File: src/rtl/lc_ctrl_pkg.sv
// Life-cycle controller shared types: multi-bit lc_tx_t booleans, the main
// LC FSM encoding and the token comparison sequencer encoding.
package lc_ctrl_pkg;

    // Multi-bit boolean: only On and Off are legal values.
    typedef enum logic [3:0] {
        On  = 4'b0101,
        Off = 4'b1010
    } lc_tx_t;

    // Main life-cycle FSM encoding.
    typedef enum logic [5:0] {
        ResetSt     = 6'b001010,
        IdleSt      = 6'b110001,
        ClkMuxSt    = 6'b011100,
        TransProgSt = 6'b100111,
        PostTransSt = 6'b010011,
        EscalateSt  = 6'b101100,
        InvalidSt   = 6'b111111
    } fsm_state_e;

    // Token comparison sequencer encoding. Every pair of codes differs in
    // at least three bits, so a single or double upset never lands in
    // another legal state. All-zero is Error so a stuck-at-0 register
    // fails safe.
    typedef enum logic [4:0] {
        TokIdleSt    = 5'b00111,
        TokCompareSt = 5'b11001,
        TokDoneSt    = 5'b11110,
        TokErrorSt   = 5'b00000
    } token_cmp_state_e;

    // The only legal way to turn a plain bit into an lc_tx_t.
    function automatic lc_tx_t lc_tx_bool_to_lc_tx(logic val);
        return val ? On : Off;
    endfunction

    // Number of ChunkWidth slices needed to cover a TokenWidth operand.
    function automatic int lc_token_num_chunks(int token_width, int chunk_width);
        return (token_width + chunk_width - 1) / chunk_width;
    endfunction

endpackage

File: src/rtl/lc_token_chunk_cmp.sv
// Combinational chunk selector and comparator: zero-pads both operands to a
// whole number of chunks, picks chunk chunk_idx_i (LSB first) from each and
// reports equality. An out-of-range index compares two zero chunks.
module lc_token_chunk_cmp
    import lc_ctrl_pkg::*;
#(
    parameter  int TokenWidth = 128,
    parameter  int ChunkWidth = 32,
    localparam int NumChunks  = lc_token_num_chunks(TokenWidth, ChunkWidth),
    localparam int CntW       = $clog2(NumChunks + 1)
) (
    input  logic [TokenWidth-1:0] a_i,
    input  logic [TokenWidth-1:0] b_i,
    input  logic [CntW-1:0]       chunk_idx_i,
    output logic                  eq_o
);

    localparam int PadW = NumChunks * ChunkWidth;

    logic [PadW-1:0]       a_pad;
    logic [PadW-1:0]       b_pad;
    logic [ChunkWidth-1:0] a_chunk;
    logic [ChunkWidth-1:0] b_chunk;

    assign a_pad = PadW'(a_i);
    assign b_pad = PadW'(b_i);

    // Select the addressed chunk of both padded operands.
    always_comb begin
        a_chunk = '0;
        b_chunk = '0;
        for (int i = 0; i < NumChunks; i++) begin
            if (int'(chunk_idx_i) == i) begin
                a_chunk = a_pad[i*ChunkWidth +: ChunkWidth];
                b_chunk = b_pad[i*ChunkWidth +: ChunkWidth];
            end
        end
    end

    assign eq_o = (a_chunk == b_chunk);

endmodule

File: src/rtl/lc_token_cmp_seq.sv
// Constant-time sequential token comparator. On accept it latches the user
// hash and the selected hashed constant, then compares them chunk by chunk
// for NumChecks full passes, never terminating early. The result is only
// On if every pass matched, the index was in range and the constant was
// not all-zero. Any illegal state or counter value traps in Error.
module lc_token_cmp_seq
    import lc_ctrl_pkg::*;
#(
    parameter int NumTokens  = 6,
    parameter int TokenWidth = 128,
    parameter int ChunkWidth = 32,
    parameter int NumChecks  = 2
) (
    input  logic                          clk_i,
    input  logic                          rst_ni,
    input  logic                          req_i,
    input  logic [$clog2(NumTokens)-1:0]  token_idx_i,
    input  logic [TokenWidth-1:0]         hashed_token_i,
    input  logic [NumTokens*TokenWidth-1:0] token_mux_i,
    output logic                          ack_o,
    output lc_tx_t                        match_o,
    output logic                          busy_o,
    output logic                          fsm_err_o
);

    localparam int NumChunks = lc_token_num_chunks(TokenWidth, ChunkWidth);
    localparam int CntW      = $clog2(NumChunks + 1);
    localparam int PassW     = $clog2(NumChecks + 1);

    if (ChunkWidth < 1 || ChunkWidth > TokenWidth) begin : gen_bad_chunk_width
        $error("ChunkWidth must lie in 1..TokenWidth");
    end
    if (NumChecks < 1 || NumChecks > 4) begin : gen_bad_num_checks
        $error("NumChecks must lie in 1..4");
    end
    if (NumTokens < 2) begin : gen_bad_num_tokens
        $error("NumTokens must be at least 2");
    end

    token_cmp_state_e      state_q, state_d;
    logic [CntW-1:0]       chunk_q, chunk_d;
    logic [PassW-1:0]      pass_q, pass_d;
    logic                  pass_match_q, pass_match_d;
    logic                  all_match_q, all_match_d;
    logic                  match_q, match_d;
    logic                  ack_q, ack_d;
    logic [TokenWidth-1:0] hash_q, hash_d;
    logic [TokenWidth-1:0] const_q, const_d;

    logic [TokenWidth-1:0] sel_const;
    logic                  idx_ok;
    logic                  chunk_eq;
    logic                  cnt_bad;
    logic                  err;

    // Resolve the selected constant from the mux; out-of-range reads zero.
    always_comb begin
        sel_const = '0;
        for (int i = 0; i < NumTokens; i++) begin
            if (int'(token_idx_i) == i) begin
                sel_const = token_mux_i[i*TokenWidth +: TokenWidth];
            end
        end
    end

    assign idx_ok  = int'(token_idx_i) < NumTokens;
    assign cnt_bad = (int'(chunk_q) >= NumChunks) || (int'(pass_q) >= NumChecks);

    lc_token_chunk_cmp #(
        .TokenWidth (TokenWidth),
        .ChunkWidth (ChunkWidth)
    ) u_chunk_cmp (
        .a_i         (hash_q),
        .b_i         (const_q),
        .chunk_idx_i (chunk_q),
        .eq_o        (chunk_eq)
    );

    // Next-state, counter and flag logic of the compare sequencer.
    always_comb begin
        state_d      = state_q;
        chunk_d      = chunk_q;
        pass_d       = pass_q;
        pass_match_d = pass_match_q;
        all_match_d  = all_match_q;
        match_d      = match_q;
        ack_d        = 1'b0;
        hash_d       = hash_q;
        const_d      = const_q;

        unique case (state_q)
            TokIdleSt: begin
                if (req_i) begin
                    hash_d       = hashed_token_i;
                    const_d      = sel_const;
                    chunk_d      = '0;
                    pass_d       = '0;
                    pass_match_d = 1'b1;
                    // A bad index or an all-zero constant can never match.
                    all_match_d  = idx_ok && (|sel_const);
                    match_d      = 1'b0;
                    state_d      = TokCompareSt;
                end
            end
            TokCompareSt: begin
                pass_match_d = pass_match_q & chunk_eq;
                if (int'(chunk_q) == NumChunks - 1) begin
                    chunk_d      = '0;
                    all_match_d  = all_match_q & pass_match_q & chunk_eq;
                    pass_match_d = 1'b1;
                    if (int'(pass_q) == NumChecks - 1) begin
                        pass_d  = '0;
                        state_d = TokDoneSt;
                    end else begin
                        pass_d = pass_q + PassW'(1);
                    end
                end else begin
                    chunk_d = chunk_q + CntW'(1);
                end
            end
            TokDoneSt: begin
                ack_d   = 1'b1;
                match_d = all_match_q;
                state_d = TokIdleSt;
            end
            TokErrorSt: begin
                match_d = 1'b0;
            end
            default: begin
                state_d = TokErrorSt;
            end
        endcase

        if (cnt_bad) begin
            state_d = TokErrorSt;
            ack_d   = 1'b0;
            match_d = 1'b0;
        end
    end

    // Control state register with synchronous active-low reset.
    always_ff @(posedge clk_i) begin
        if (!rst_ni) begin
            state_q      <= TokIdleSt;
            chunk_q      <= '0;
            pass_q       <= '0;
            pass_match_q <= 1'b0;
            all_match_q  <= 1'b0;
            match_q      <= 1'b0;
            ack_q        <= 1'b0;
        end else begin
            state_q      <= state_d;
            chunk_q      <= chunk_d;
            pass_q       <= pass_d;
            pass_match_q <= pass_match_d;
            all_match_q  <= all_match_d;
            match_q      <= match_d;
            ack_q        <= ack_d;
        end
    end

    // Latched operands; only loaded on accept, so they need no reset.
    always_ff @(posedge clk_i) begin
        hash_q  <= hash_d;
        const_q <= const_d;
    end

    assign err       = (state_q == TokErrorSt);
    assign fsm_err_o = err;
    assign ack_o     = ack_q & ~err;
    assign busy_o    = (state_q != TokIdleSt) | ack_q;
    assign match_o   = lc_tx_bool_to_lc_tx(match_q & ~err);

endmodule
File: config.mk
export PLATFORM = sky130hd
export DESIGN_NAME = lc_token_cmp_seq
export DESIGN_NICKNAME = d
export VERILOG_FILES = /design/src/rtl/lc_ctrl_pkg.sv /design/src/rtl/lc_token_chunk_cmp.sv /design/src/rtl/lc_token_cmp_seq.sv
export SDC_FILE = /design/constraint.sdc
export NUM_CORES = 1
export LEC_CHECK = 0
export ABC_CLOCK_PERIOD_IN_PS = 10600
export CAP_MARGIN = 20
export CORE_AREA = 2 2 357 359
export DETAILED_ROUTE_END_ITERATION = 7
export DIE_AREA = 0 0 359 361
export DONT_BUFFER_PORTS = 1
export GPL_TIMING_DRIVEN = 0
export PLACE_DENSITY = 0.31
export REMOVE_ABC_BUFFERS = 1
export SYNTH_ARGS = -nofsm -noshare
export SYNTH_HDL_FRONTEND = slang
export SYNTH_SLANG_ARGS = --single-unit
File: constraint.sdc
create_clock -name clk_i -period 10.6 [get_ports clk_i]
set_clock_uncertainty 0.15 [all_clocks]
set_input_delay 1.59 -clock clk_i [delete_from_list [all_inputs] [get_ports clk_i]]
set_output_delay 1.59 -clock clk_i [all_outputs]
set_load 0.05 [all_outputs]
==> summary.txt <==
Run status
  • Outcome: complete, no violations

Final layout
  • Core utilization of the finished layout: between 15 and 20%
  • Total of fill cells in the finished design: about 14000
  • Finished Layout Cells: between 3000 and 4000
  • Area growth from synthesis to layout: 18.5%
  • Layout cell share with drive strength beyond 1: 10.1%
  • Total non-filler cell area in the finished layout: 20300 µm²
  • # nets final: 2404

Global routing
  • Global-route wire length before repair: approximately 130 mm
  • Number of antenna violations at the first check in global routing: 46
  • Grt total ovfl: 0
  • Met3 Resource Use GR: 3.37%
  • Global Route met1 Usage: 18.5%
  • Layer carrying the most global-route usage: met2
  • GR Util All Layers: 14.7%
  • Number of global-route vias before repair: 14200
  • Largest net degree at the start of global routing: 249
  • Met2 capacity usage during global routing: about a quarter

Synth
  • Count of state elements after synthesis: 268
  • Most numerous cell in the Yosys netlist: edfxtp_1
  • Fraction of synthesized cell area taken by the top area cell type: 44.9%
  • Number of synthesis warnings: 0
  • Share of synthesized flip-flops with an asynchronous set or reset: 0%
  • Post-synth EDFFs: 256
  • Area contributors post-synth: edfxtp_1 (45%), mux2i_1 (6.1%), xnor2_1 (4.8%), a22oi_1 (3.3%), nor2b_1 (2.7%)
  • Dominant cell type by area after synthesis: edfxtp_1
  • Cell count after synthesis: 1564
  • Sequential area share after synthesis: between 40% and 50%
  • Number of distinct library cells after synthesis: 73
  • Top cells by count, synth: edfxtp_1 (256), mux2i_1 (104), xnor2_1 (93)
  • Top flip-flop cell by instance count after synthesis: edfxtp_1
  • Combined area of all synthesized cells: 17100 µm²
  • Synthesized area per cell: around 11 µm²

Detailed routing
  • First-pass DRT Iterations: 5
  • Count of vias placed by the detailed router: 14000
  • Detail Route Antenna Nets: 0
  • DRC Markers: 0
  • DR WL/cell: 31.3 µm
  • Drt first-iter violations: around 960
  • Aggregate routed wire length: between 90 and 100 mm
  • Vias per std cell: 4.38

Timing
  • Hold WS: 0.337 ns
  • Tightest slew margin relative to the limit: 29.7%
  • Post-route worst setup slack: 4.98 ns
  • Setup violation total in the final timing report: 0
  • Final slew viol count: 0
  • Sum of negative setup slack: 0 ns
  • Final number of hold-violating endpoints: 0
  • Transition time of the tightest slew-check pin: 1.05 ns
  • FMAX: roughly 0.18 GHz
  • Fraction of the cycle the final worst path needs: 53.0%
  • Shortest clock period the worst path allows after layout: around 5.6 ns
  • Setup repair after global routing missed its margin: no

Critical path
  • Crit path capture type: register
  • Cells along the critical path: inv_4, buf_16, nor3_2, buf_6, a221o_1, or4_1, nor4_1, nand4_1, nor3_1, o21ai_1
  • Standard cell with the maximum stage delay on the critical path: nor4_1
  • CP peak stage delay: 0.89 ns
  • Critical Path Source Type: input port
  • Arrival time of the worst setup path: 5.91 ns
  • Maximum net fanout on the critical path: 182
  • Worst Path Required: 10.89 ns
  • Critical Setup Path Class: in2reg

Power and ir drop
  • Worst ir drop on vdd: 71.5 µV
  • Share of total power in combinational logic: 16.4%
  • Total power draw: 2.99 mW
  • Power share of the sequential group: 43.3%
  • Net switching fraction of the power: 28.3%
  • Power share of the clock group: around two fifths
  • Design internal power: 2.15 mW
  • Psw: 0.846 mW
  • Areal power density over the cells: about 150 nW/µm²
  • Leakage dissipation: 6.31 nW

Die
  • Number of standard-cell rows in the floorplan: 130
  • Horizontal die dimension: 359 µm
  • Standard cell core area: 125000 µm²
  • Initial standard-cell utilization of the core: 13.7%
  • I/O Pins: 909
  • Height of the die: around 360 µm
  • DIE AREA: 130000 µm²

Place
  • Worst setup slack after placement: 4.13 ns
  • Hpwl dp: about 80 mm
  • Count of port buffers added during placement: 0
  • Area post-placement: 19100 µm²
  • Placer congestion estimate: ~0.8
  • Inst Count DP: 3107

Clock tree
  • Clock insertion delay at the later pin of the skew report: ~0.57 ns
  • TritonCTS clock tree: yes
  • CTS max path bufs: 3
  • Root buffer selected by CTS: clkbuf_16
  • # clock sinks: 268
  • Clock-pin slew on the worst setup and hold paths: approximately 0.060 ns
  • Number of CTS-inserted buffers: 37
  • Number of buffers inserted by hold repair at cts: 0
  • Post-CTS setup-driven buffer insertion count: 0
  • # resized after CTS: 0
  • Number of H-tree branching levels: 2

Hold path
  • Hold WC Path Type: reg2reg

Job
  • Number of max-cap violations: 0
## area by class of cell
cell class / count / area [µm²] / area share (%)
inverters: 39 / 154 / 0.758
clock inverters: 21 / 145 / 0.715
well taps: 1650 / 2060 / 10.2
multi-input cells: 1121 / 8370 / 41.3
diodes: 17 / 42.5 / 0.210
flip-flops and latches: 268 / 7930 / 39.1
repair buffers: 31 / 586 / 2.89
clock buffers: 45 / 998 / 4.92
## final timing paths
kind	endpoint	start	slack (ns)	depth (start not counted)
max	all_match_q$_SDFFE_PN0P_	token_idx_i[2]	4.98	10
min	pass_q[1]$_SDFFE_PN0P_	pass_q[1]$_SDFFE_PN0P_	0.34	1
max reg2reg	pass_match_q$_SDFFE_PN0P_	hash_q[56]$_DFFE_PP_	7.42	6
min reg2reg	pass_q[1]$_SDFFE_PN0P_	pass_q[1]$_SDFFE_PN0P_	0.34	1
## flip-flops by register name, indices dropped and copies added (netlist names)
signal and cells:
pass_q 2, chunk_q 3, ack_q 1, hash_q 128, state_q 3, all_match_q 1, pass_match_q 1, match_q 1
const_q 128
## layout by cell type, fill, tap and decap left out, types with 17 or more instances in the layout
cell type,instances
o2bb2ai_1,17
a22oi_1,75
o211ai_1,27
or3_1,22
nor4_1,23
a21oi_1,47
o21ai_0,79
xor2_1,35
diode_2,17
o211a_1,21
o22ai_1,19
a211oi_1,19
nor2_1,55
o221a_2,24
inv_1,36
nand3b_1,18
nor2b_1,71
nand2_1,61
clkbuf_16,39
xnor2_1,93
a22o_1,25
nand2b_1,20
edfxtp_1,256
mux2i_1,104
o221ai_1,29
a221oi_1,18
nand4_1,31
## routing by layer
| metal | wire length [µm] | vias up | share of wire, % |
|---|---|---|---|
| met5 | 78 | - | 0.078 |
| met4 | 2940 | 12 | 2.9 |
| met3 | 6280 | 154 | 6.3 |
| met2 | 47900 | 777 | 48 |
| met1 | 42700 | 6981 | 43 |
| li1 | - | 6043 | - |
## power groups by stage
stage | combinational [mW] | clock [mW] | sequential, mW
after global routing | 0.539 | 1.30 | 1.30
after CTS | 0.513 | 1.27 | 1.30
after global placement | 0.476 | 0 | 1.35
after floorplan | 0.286 | 0 | 1.33
after detailed placement | 0.511 | 0 | 1.32
final | 0.491 | 1.21 | 1.30
## cell families after synthesis
group / share of synthesized area (%)
xor+xnor: 6.55
buf+inv: 5.24
compound gates: 21.5
fa+ha+maj: 0.292
simple gates: 12.1
flops: 46.3
mux: 7.99
## critical path: cells and delay by family
| kind | cells | cell delay [ns] |
|---|---|---|
| compound gates | 2 | 0.61 |
| buf+inv | 3 | 1.02 |
| simple gates | 5 | 2.54 |
No activity file was read; power rests on OpenSTA's default activity.
